<file path="config.mk">
export PLATFORM = sky130hd
export DESIGN_NAME = div_sec_16
export DESIGN_NICKNAME = d
export VERILOG_FILES = /design/src/rtl/div_pkg.sv /design/src/rtl/div_step.sv /design/src/rtl/div_sec_16.sv
export SDC_FILE = /design/constraint.sdc
export NUM_CORES = 1
export LEC_CHECK = 0
export CORE_AREA = 2 2 91 93
export CTS_BUF_LIST = sky130_fd_sc_hd__clkbuf_4
export DETAILED_ROUTE_END_ITERATION = 10
export DIE_AREA = 0 0 93 95
export PLACE_DENSITY = 0.76
export SYNTH_ARGS = -nofsm -noshare
export SYNTH_HDL_FRONTEND = slang
export SYNTH_SLANG_ARGS = --single-unit
</file>
<file path="constraint.sdc">
create_clock -name clk -period 3.3 [get_ports clk]
set_input_delay 0.33 -clock clk [delete_from_list [all_inputs] [get_ports clk]]
set_output_delay 0.33 -clock clk [all_outputs]
set_load 0.005 [all_outputs]
</file>
<file path="src/rtl/div_pkg.sv">
// Shared types and sizing helpers for the sequential restoring divider.
package div_pkg;

   typedef enum logic [1:0] {
      IDLE = 2'b00,
      CALC = 2'b01,
      DONE = 2'b11
   } div_state_e;

   localparam int unsigned DIV_WIDTH = 16;
   localparam int unsigned CNT_W     = $clog2(DIV_WIDTH) + 1;

   function automatic int unsigned cnt_width(input int unsigned w);
      return $clog2(w) + 1;
   endfunction

endpackage

</file>
<file path="src/rtl/div_step.sv">
// One restoring-division iteration: shift the accumulator left and trial-subtract the divisor.
module div_step
   import div_pkg::*;
#(
   parameter int unsigned WIDTH = DIV_WIDTH
) (
   input  logic [2*WIDTH:0]  acu_i,
   input  logic [WIDTH-1:0]  dvs_i,
   output logic [2*WIDTH:0]  acu_o,
   output logic              qbit_o
);

   logic [2*WIDTH+1:0] s;
   logic [WIDTH+1:0]   t;

   // The top accumulator bit is kept in the subtraction so the sign test sees the full shifted remainder.
   always_comb begin
      s      = {acu_i, 1'b0};
      t      = s[2*WIDTH+1:WIDTH] - {2'b00, dvs_i};
      qbit_o = ~t[WIDTH+1];
      if (qbit_o) begin
         acu_o = {t[WIDTH:0], s[WIDTH-1:1], 1'b1};
      end else begin
         acu_o = s[2*WIDTH:0];
      end
   end

endmodule

</file>
<file path="src/rtl/div_sec_16.sv">
// Sequential restoring divider, one quotient bit per clock, start/done handshake.
module div_sec_16
   import div_pkg::*;
#(
   parameter int unsigned WIDTH = DIV_WIDTH
) (
   input  logic             clk,
   input  logic             rst,
   input  logic             st,
   input  logic [WIDTH-1:0] dividend,
   input  logic [WIDTH-1:0] divisor,
   output logic             done,
   output logic [WIDTH-1:0] quotient,
   output logic [WIDTH-1:0] remainder,
   output logic             div_zero
);

   localparam int unsigned     CW   = cnt_width(WIDTH);
   localparam logic [CW-1:0]   LAST = CW'(WIDTH - 1);

   div_state_e        state_q;
   logic [2*WIDTH:0]  acu_q;
   logic [2*WIDTH:0]  acu_d;
   logic [2*WIDTH:0]  step_acu;
   logic              step_qbit;
   logic [WIDTH-1:0]  dvs_q;
   logic [CW-1:0]     cnt_q;
   logic              done_q;
   logic              dz_q;

   div_step #(
      .WIDTH (WIDTH)
   ) u_step (
      .acu_i  (acu_q),
      .dvs_i  (dvs_q),
      .acu_o  (step_acu),
      .qbit_o (step_qbit)
   );

   always_comb begin
      acu_d = {step_acu[2*WIDTH:1], step_acu[0] | step_qbit};
   end

   always_ff @(posedge clk or posedge rst) begin
      if (rst) begin
         state_q <= IDLE;
         acu_q   <= '0;
         dvs_q   <= '0;
         cnt_q   <= '0;
         done_q  <= 1'b0;
         dz_q    <= 1'b0;
      end else begin
         case (state_q)
            IDLE: begin
               if (st) begin
                  dvs_q <= divisor;
                  cnt_q <= '0;
                  if (divisor == '0) begin
                     // Divide-by-zero skips iteration: quotient all ones, remainder is the dividend.
                     acu_q   <= {1'b0, dividend, {WIDTH{1'b1}}};
                     dz_q    <= 1'b1;
                     done_q  <= 1'b1;
                     state_q <= DONE;
                  end else begin
                     acu_q   <= {{(WIDTH+1){1'b0}}, dividend};
                     dz_q    <= 1'b0;
                     state_q <= CALC;
                  end
               end
            end
            CALC: begin
               acu_q <= acu_d;
               cnt_q <= cnt_q + CW'(1);
               if (cnt_q == LAST) begin
                  done_q  <= 1'b1;
                  state_q <= DONE;
               end
            end
            DONE: begin
               done_q  <= 1'b0;
               state_q <= IDLE;
            end
            default: begin
               done_q  <= 1'b0;
               state_q <= IDLE;
            end
         endcase
      end
   end

   assign done      = done_q;
   assign quotient  = acu_q[WIDTH-1:0];
   assign remainder = acu_q[2*WIDTH-1:WIDTH];
   assign div_zero  = dz_q;

endmodule

</file>
Word-level counts from Yosys, hierarchy flattened
Index checks and enable logic that the tools add are counted.
{"block": "word_totals", "mem_count": 0, "ff_bits": 58, "wordCells": 37, "output_inout_bits": 34, "latch_bits": 0, "mem_bits_rw": 0, "mem_bits_ro": 0}
{"block": "classes", "reduce_logical": 7, "addsub": 2, "div": 0, "mul": 0, "mux": 15, "bitwise": 2, "eq_ne": 5, "n_lt_le_gt_ge": 0, "shift": 0}
{"op": "33-bit 2-to-1 mux", "n": 2}
{"op": "33-bit case mux with 2 select lines", "n": 1}
{"op": "32-bit 2-to-1 mux", "n": 1}
{"op": "18-bit by 16-bit subtractor with 18-bit output", "n": 1}
{"op": "16-bit zero test", "n": 1}
{"op": "5-bit case mux with 2 select lines", "n": 1}
{"op": "2-bit 2-to-1 mux", "n": 3}
{"op": "2-bit inequality test, second input constant", "n": 3}
{"op": "2-bit AND reduction", "n": 3}
{"op": "5-bit by 1-bit adder with 5-bit output, second input constant", "n": 1}
{"op": "5-bit by 4-bit equality test with 1-bit output, second input constant", "n": 1}
{"op": "5-bit 2-to-1 mux", "n": 1}
{"op": "1-bit 2-to-1 mux", "n": 4}
{"op": "2-bit case mux with 2 select lines", "n": 1}
{"op": "3-bit AND reduction", "n": 1}
{"op": "2-bit by 1-bit equality test with 1-bit output, second input constant", "n": 1}
{"op": "2-bit zero test", "n": 1}
{"op": "1-bit case mux with 2 select lines", "n": 1}
{"op": "2-bit nonzero test", "n": 1}
{"op": "1-bit inverter", "n": 1}
{"op": "1-bit bitwise OR", "n": 1}

Depth between registers and ports, before layout
{"block": "depth", "ltp_word": 4, "mapped_depth": 11}

Cells and area by module
From an unflattened synthesis, not the netlist that was laid out.
{"block": "hier_totals", "cells_unflattened": 483, "area_unflattened_um2": 4132.7}
{"module": "div_sec_16", "area_per_inst_um2": 2854.0, "cells_per_inst": 291, "instances": 1, "seq_area_each_um2": 1451.4}
{"module": "div_step", "area_per_inst_um2": 1278.7, "cells_per_inst": 192, "instances": 1, "seq_area_each_um2": 0.0}

Worst setup path after synthesis
OpenSTA, ideal clock, no wires.
{"block": "synth_timing", "path_kind": "reg-to-reg", "from": "register acu_q[19]", "to": "register acu_q[32]", "n_path_buf": 0, "t_arrival_ps": 2294, "path_stages_with_launch": 9, "slack_ps": 937, "required_time_ps": 3231, "cell_sequence": "dfrtp_1 ha_1 a21o_1 a31oi_1 a21oi_2 a211oi_4 xor2_2 or4_1 nand3_1"}
{"block": "synth_via", "elab_chain_cells": 3}
{"element": "start, declared", "line_no": "div_sec_16.sv:22", "rtl": "logic [2*WIDTH:0] acu_q;"}
{"element": "start signal, assigned", "line_no": "div_sec_16.sv:60", "rtl": "acu_q <= {1'b0, dividend, {WIDTH{1'b1}}};"}
{"element": "start signal, assigned", "line_no": "div_sec_16.sv:65", "rtl": "acu_q <= {{(WIDTH+1){1'b0}}, dividend};"}
{"element": "start signal, assigned", "line_no": "div_sec_16.sv:72", "rtl": "acu_q <= acu_d;"}
{"element": "18-bit by 16-bit subtractor with 18-bit output", "line_no": "div_step.sv:19", "rtl": "t = s[2*WIDTH+1:WIDTH] - {2'b00, dvs_i};"}
{"element": "33-bit 2-to-1 mux", "line_no": "div_step.sv:21", "rtl": "if (qbit_o) begin"}
{"element": "33-bit case mux with 2 select lines", "line_no": "div_sec_16.sv:53", "rtl": "case (state_q)"}
No other way between the ends.
A chain may end at the register's enable or synchronous reset.

Worst setup path in the final report
{"block": "layout_timing", "from": "register acu_q[28]", "to": "register acu_q[21]"}
Same word-level chain as after synthesis.

==> flow_summary.json <==
{
  "status": "finished clean",
  "clock_sinks": 58,
  "synth.avg_cell_area_um2": 8.64,
  "finalNetCount": 532,
  "grt_max_degree": 49,
  "placed_cells_incl_taps": 572,
  "worstPathRequired_ns": 3.65,
  "synthXorXnorAreaFrac_pct": 4.24,
  "endpoint_kind": "register",
  "grt_pass1_vias": 3185,
  "rsz0062_at_grt": "false",
  "start_util_pct": 48.7,
  "cts_repair_resize_count": 0,
  "drv_slew": 0,
  "synth_edf_count": 0,
  "ys_types": 57,
  "dieHeight_um": 95,
  "slowest_stage": "xor2_2",
  "ir_drop_uv": 762,
  "ys_async_sr_fraction_pct": 100,
  "grt_first_pass_wirelength_um": 15600,
  "synthAdderAreaFrac_pct": 6.35,
  "final.setup.tns_ns": 0,
  "antenna_found_initial": 0,
  "syn_inst": 447,
  "cts_tree": "built",
  "syn_nets": 501,
  "period_needed_ns": 2.79,
  "grt_util_all_layers_pct": 23.1,
  "final_cell_count_no_fill": 589,
  "ys_ff_latch": 58,
  "totalWireLength_um": 9780,
  "start_kind": "register",
  "post-route-period-util_pct": 84.6,
  "fin_skew_ns": 0.00911,
  "p_leak_nw": 1.89,
  "final-setup-viol-count": 0,
  "cts_buffer_depth": 2,
  "maxSlewHeadroom_pct": 56.0,
  "crit_path_max_fanout": 15,
  "crit_family": "compound AO/OA/AOI/OAI gates",
  "critical_path_buf_inv_count": 0,
  "post-cts-setup-buffers": 0,
  "ant_nets": 0,
  "power_per_cell_area_nw_per_um2": 1300,
  "synth_compound_gate_area_share_pct": 19.9,
  "postCtsHoldBufs": 0,
  "rows": 33,
  "synth-seq-area-share_pct": 37.6,
  "max_freq_mhz": 358,
  "place_congestion": 0.833,
  "vias": 3335,
  "crit_chain": "ha_1 -> and3_4 -> nor3b_2 -> nor2b_4 -> a211oi_4 -> xor2_2 -> a32oi_1 -> a31oi_1",
  "synth-simple-area-share_pct": 19.4,
  "via_per_inst": 5.66,
  "dp_hpwl_um": 7400,
  "overflow": 0,
  "mappedNetlistArea_um2": 3860,
  "drtIter0Drc": 257,
  "path_clk_slew_ns": 0.10,
  "criticalPathCategory": "register to register",
  "clk_latency_ns": 0.42,
  "hold_path_class": "primary input to async pin",
  "critical_path.max_stage_delay_ns": 0.57,
  "synthMuxAreaShare_pct": 0.939,
  "drv_cap": 0,
  "drc": 0,
  "ff2ff_setup_slack_ns": 0.51,
  "core_um2": 7930,
  "cp.arrival_ns": 3.14,
  "syn2layout_area_growth_pct": 17.6,
  "root_buffer": "clkbuf_4",
  "die_x_um": 93,
  "finalHoldViolCount": 0,
  "io_buffers": 68,
  "ys.flop_type": "dfrtp_1",
  "drive_gt1_share_pct": 8.28,
  "ctsHtreeMaxLevel": 3,
  "synth_top_family_by_area": "compound AO/OA/AOI/OAI gates",
  "ys_warn_count": 0,
  "drt-pass1-iter-count": 4,
  "routedWlPerCell_um": 16.6,
  "dieArea_um2": 8840,
  "whs_ns": 0.168,
  "pin_count": 69,
  "cts_buffers": 9,
  "worst_slew_pin_slew_ns": 0.657
}
## placed cells by master (no fill, tap or decap), drive strengths merged, types with 5 or more instances in the layout
cell and instances:
clkdlybuf4s50 68, dfrtp 58, nand2 52, o21ai 34
nand3 30, nor2 27, inv 23, ha 18
a21oi 16, nor3 15, o31ai 15, a31oi 14
xnor2 13, buf 10, clkbuf 9, a22oi 8
a21o 6, a22o 5
## state kept, by name, summed over array words and instances, names as in the netlist
| register | cells |
|---|---|
| cnt_q | 5 |
| dvs_q | 16 |
| acu_q | 33 |
| done | 1 |
| div_zero | 1 |
| state_q | 2 |
## where the power goes
part           internal, mW  switching (mW)  total [mW]
logic                  1.81            2.09        3.90
registers              1.10           0.311        1.42
clock network         0.298           0.281       0.579
total                  3.21            2.68        5.89
## cell families after synthesis
| kind of cell | Yosys count |
|---|---|
| AOI/OAI and AO/OA | 114 |
| xor gates and xnor gates | 17 |
| adders and majority gates | 19 |
| buffers and inverters | 81 |
| DFF | 58 |
| muxes | 3 |
| and+or+nand+nor | 155 |
## stage by stage
stage               utilization, %  power [mW]  cell area, µm²  setup slack [ns]
floorplan                        -        4.43            3860             0.937
finish                        57.3        5.89            4550             0.507
global route                  57.3        6.41            4540             0.356
global placement              55.4        5.23            4390             0.593
detailed placement            55.4        5.31            4390             0.561
CTS                           57.3        5.91            4540             0.537
## cell usage after synthesis (14+ instances only)
library cell / instances / area, µm²
dfrtp_1: 58 / 1450
nand2_1: 52 / 195
buf_4: 34 / 255
o21ai_0: 32 / 160
nand3_1: 30 / 150
nor2_1: 27 / 101
inv_1: 23 / 86.3
ha_1: 18 / 225
nor3_1: 15 / 75.1
o31ai_1: 15 / 113
clkbuf_1: 14 / 52.6
## final cells by class
cell class	instances	area, µm²
Multi-Input combinational cell	308	1970
Fill cell	734	3380
Clock buffer	9	67.6
Inverter	23	86.3
Sequential cell	58	1450
Tap cell	105	131
Clock inverter	7	83.8
Timing Repair Buffer	78	756
Antenna cell	1	2.50
## worst paths after layout
check,start,endpoint,cells after the start
worst max-delay path,acu_q[28],acu_q[21],8
worst min-delay path,rst,acu_q[27],2
worst max register to register,acu_q[28],acu_q[21],8
worst min register to register,dvs_q[0],dvs_q[0],2
max in group asynchronous,rst,acu_q[19],3
min in group clk,divisor[7],dvs_q[7],3
## layer usage
metal | GRT usage (%) | vias up | part of all wire [%]
li1 | - | 1613 | -
met1 | 30.4 | 1596 | 43
met2 | 36.4 | 105 | 47
met3 | 5.59 | 21 | 6.5
met4 | 10.3 | 0 | 2.7
met5 | 0 | - | 0
No activity file was read; power rests on OpenSTA's default activity.
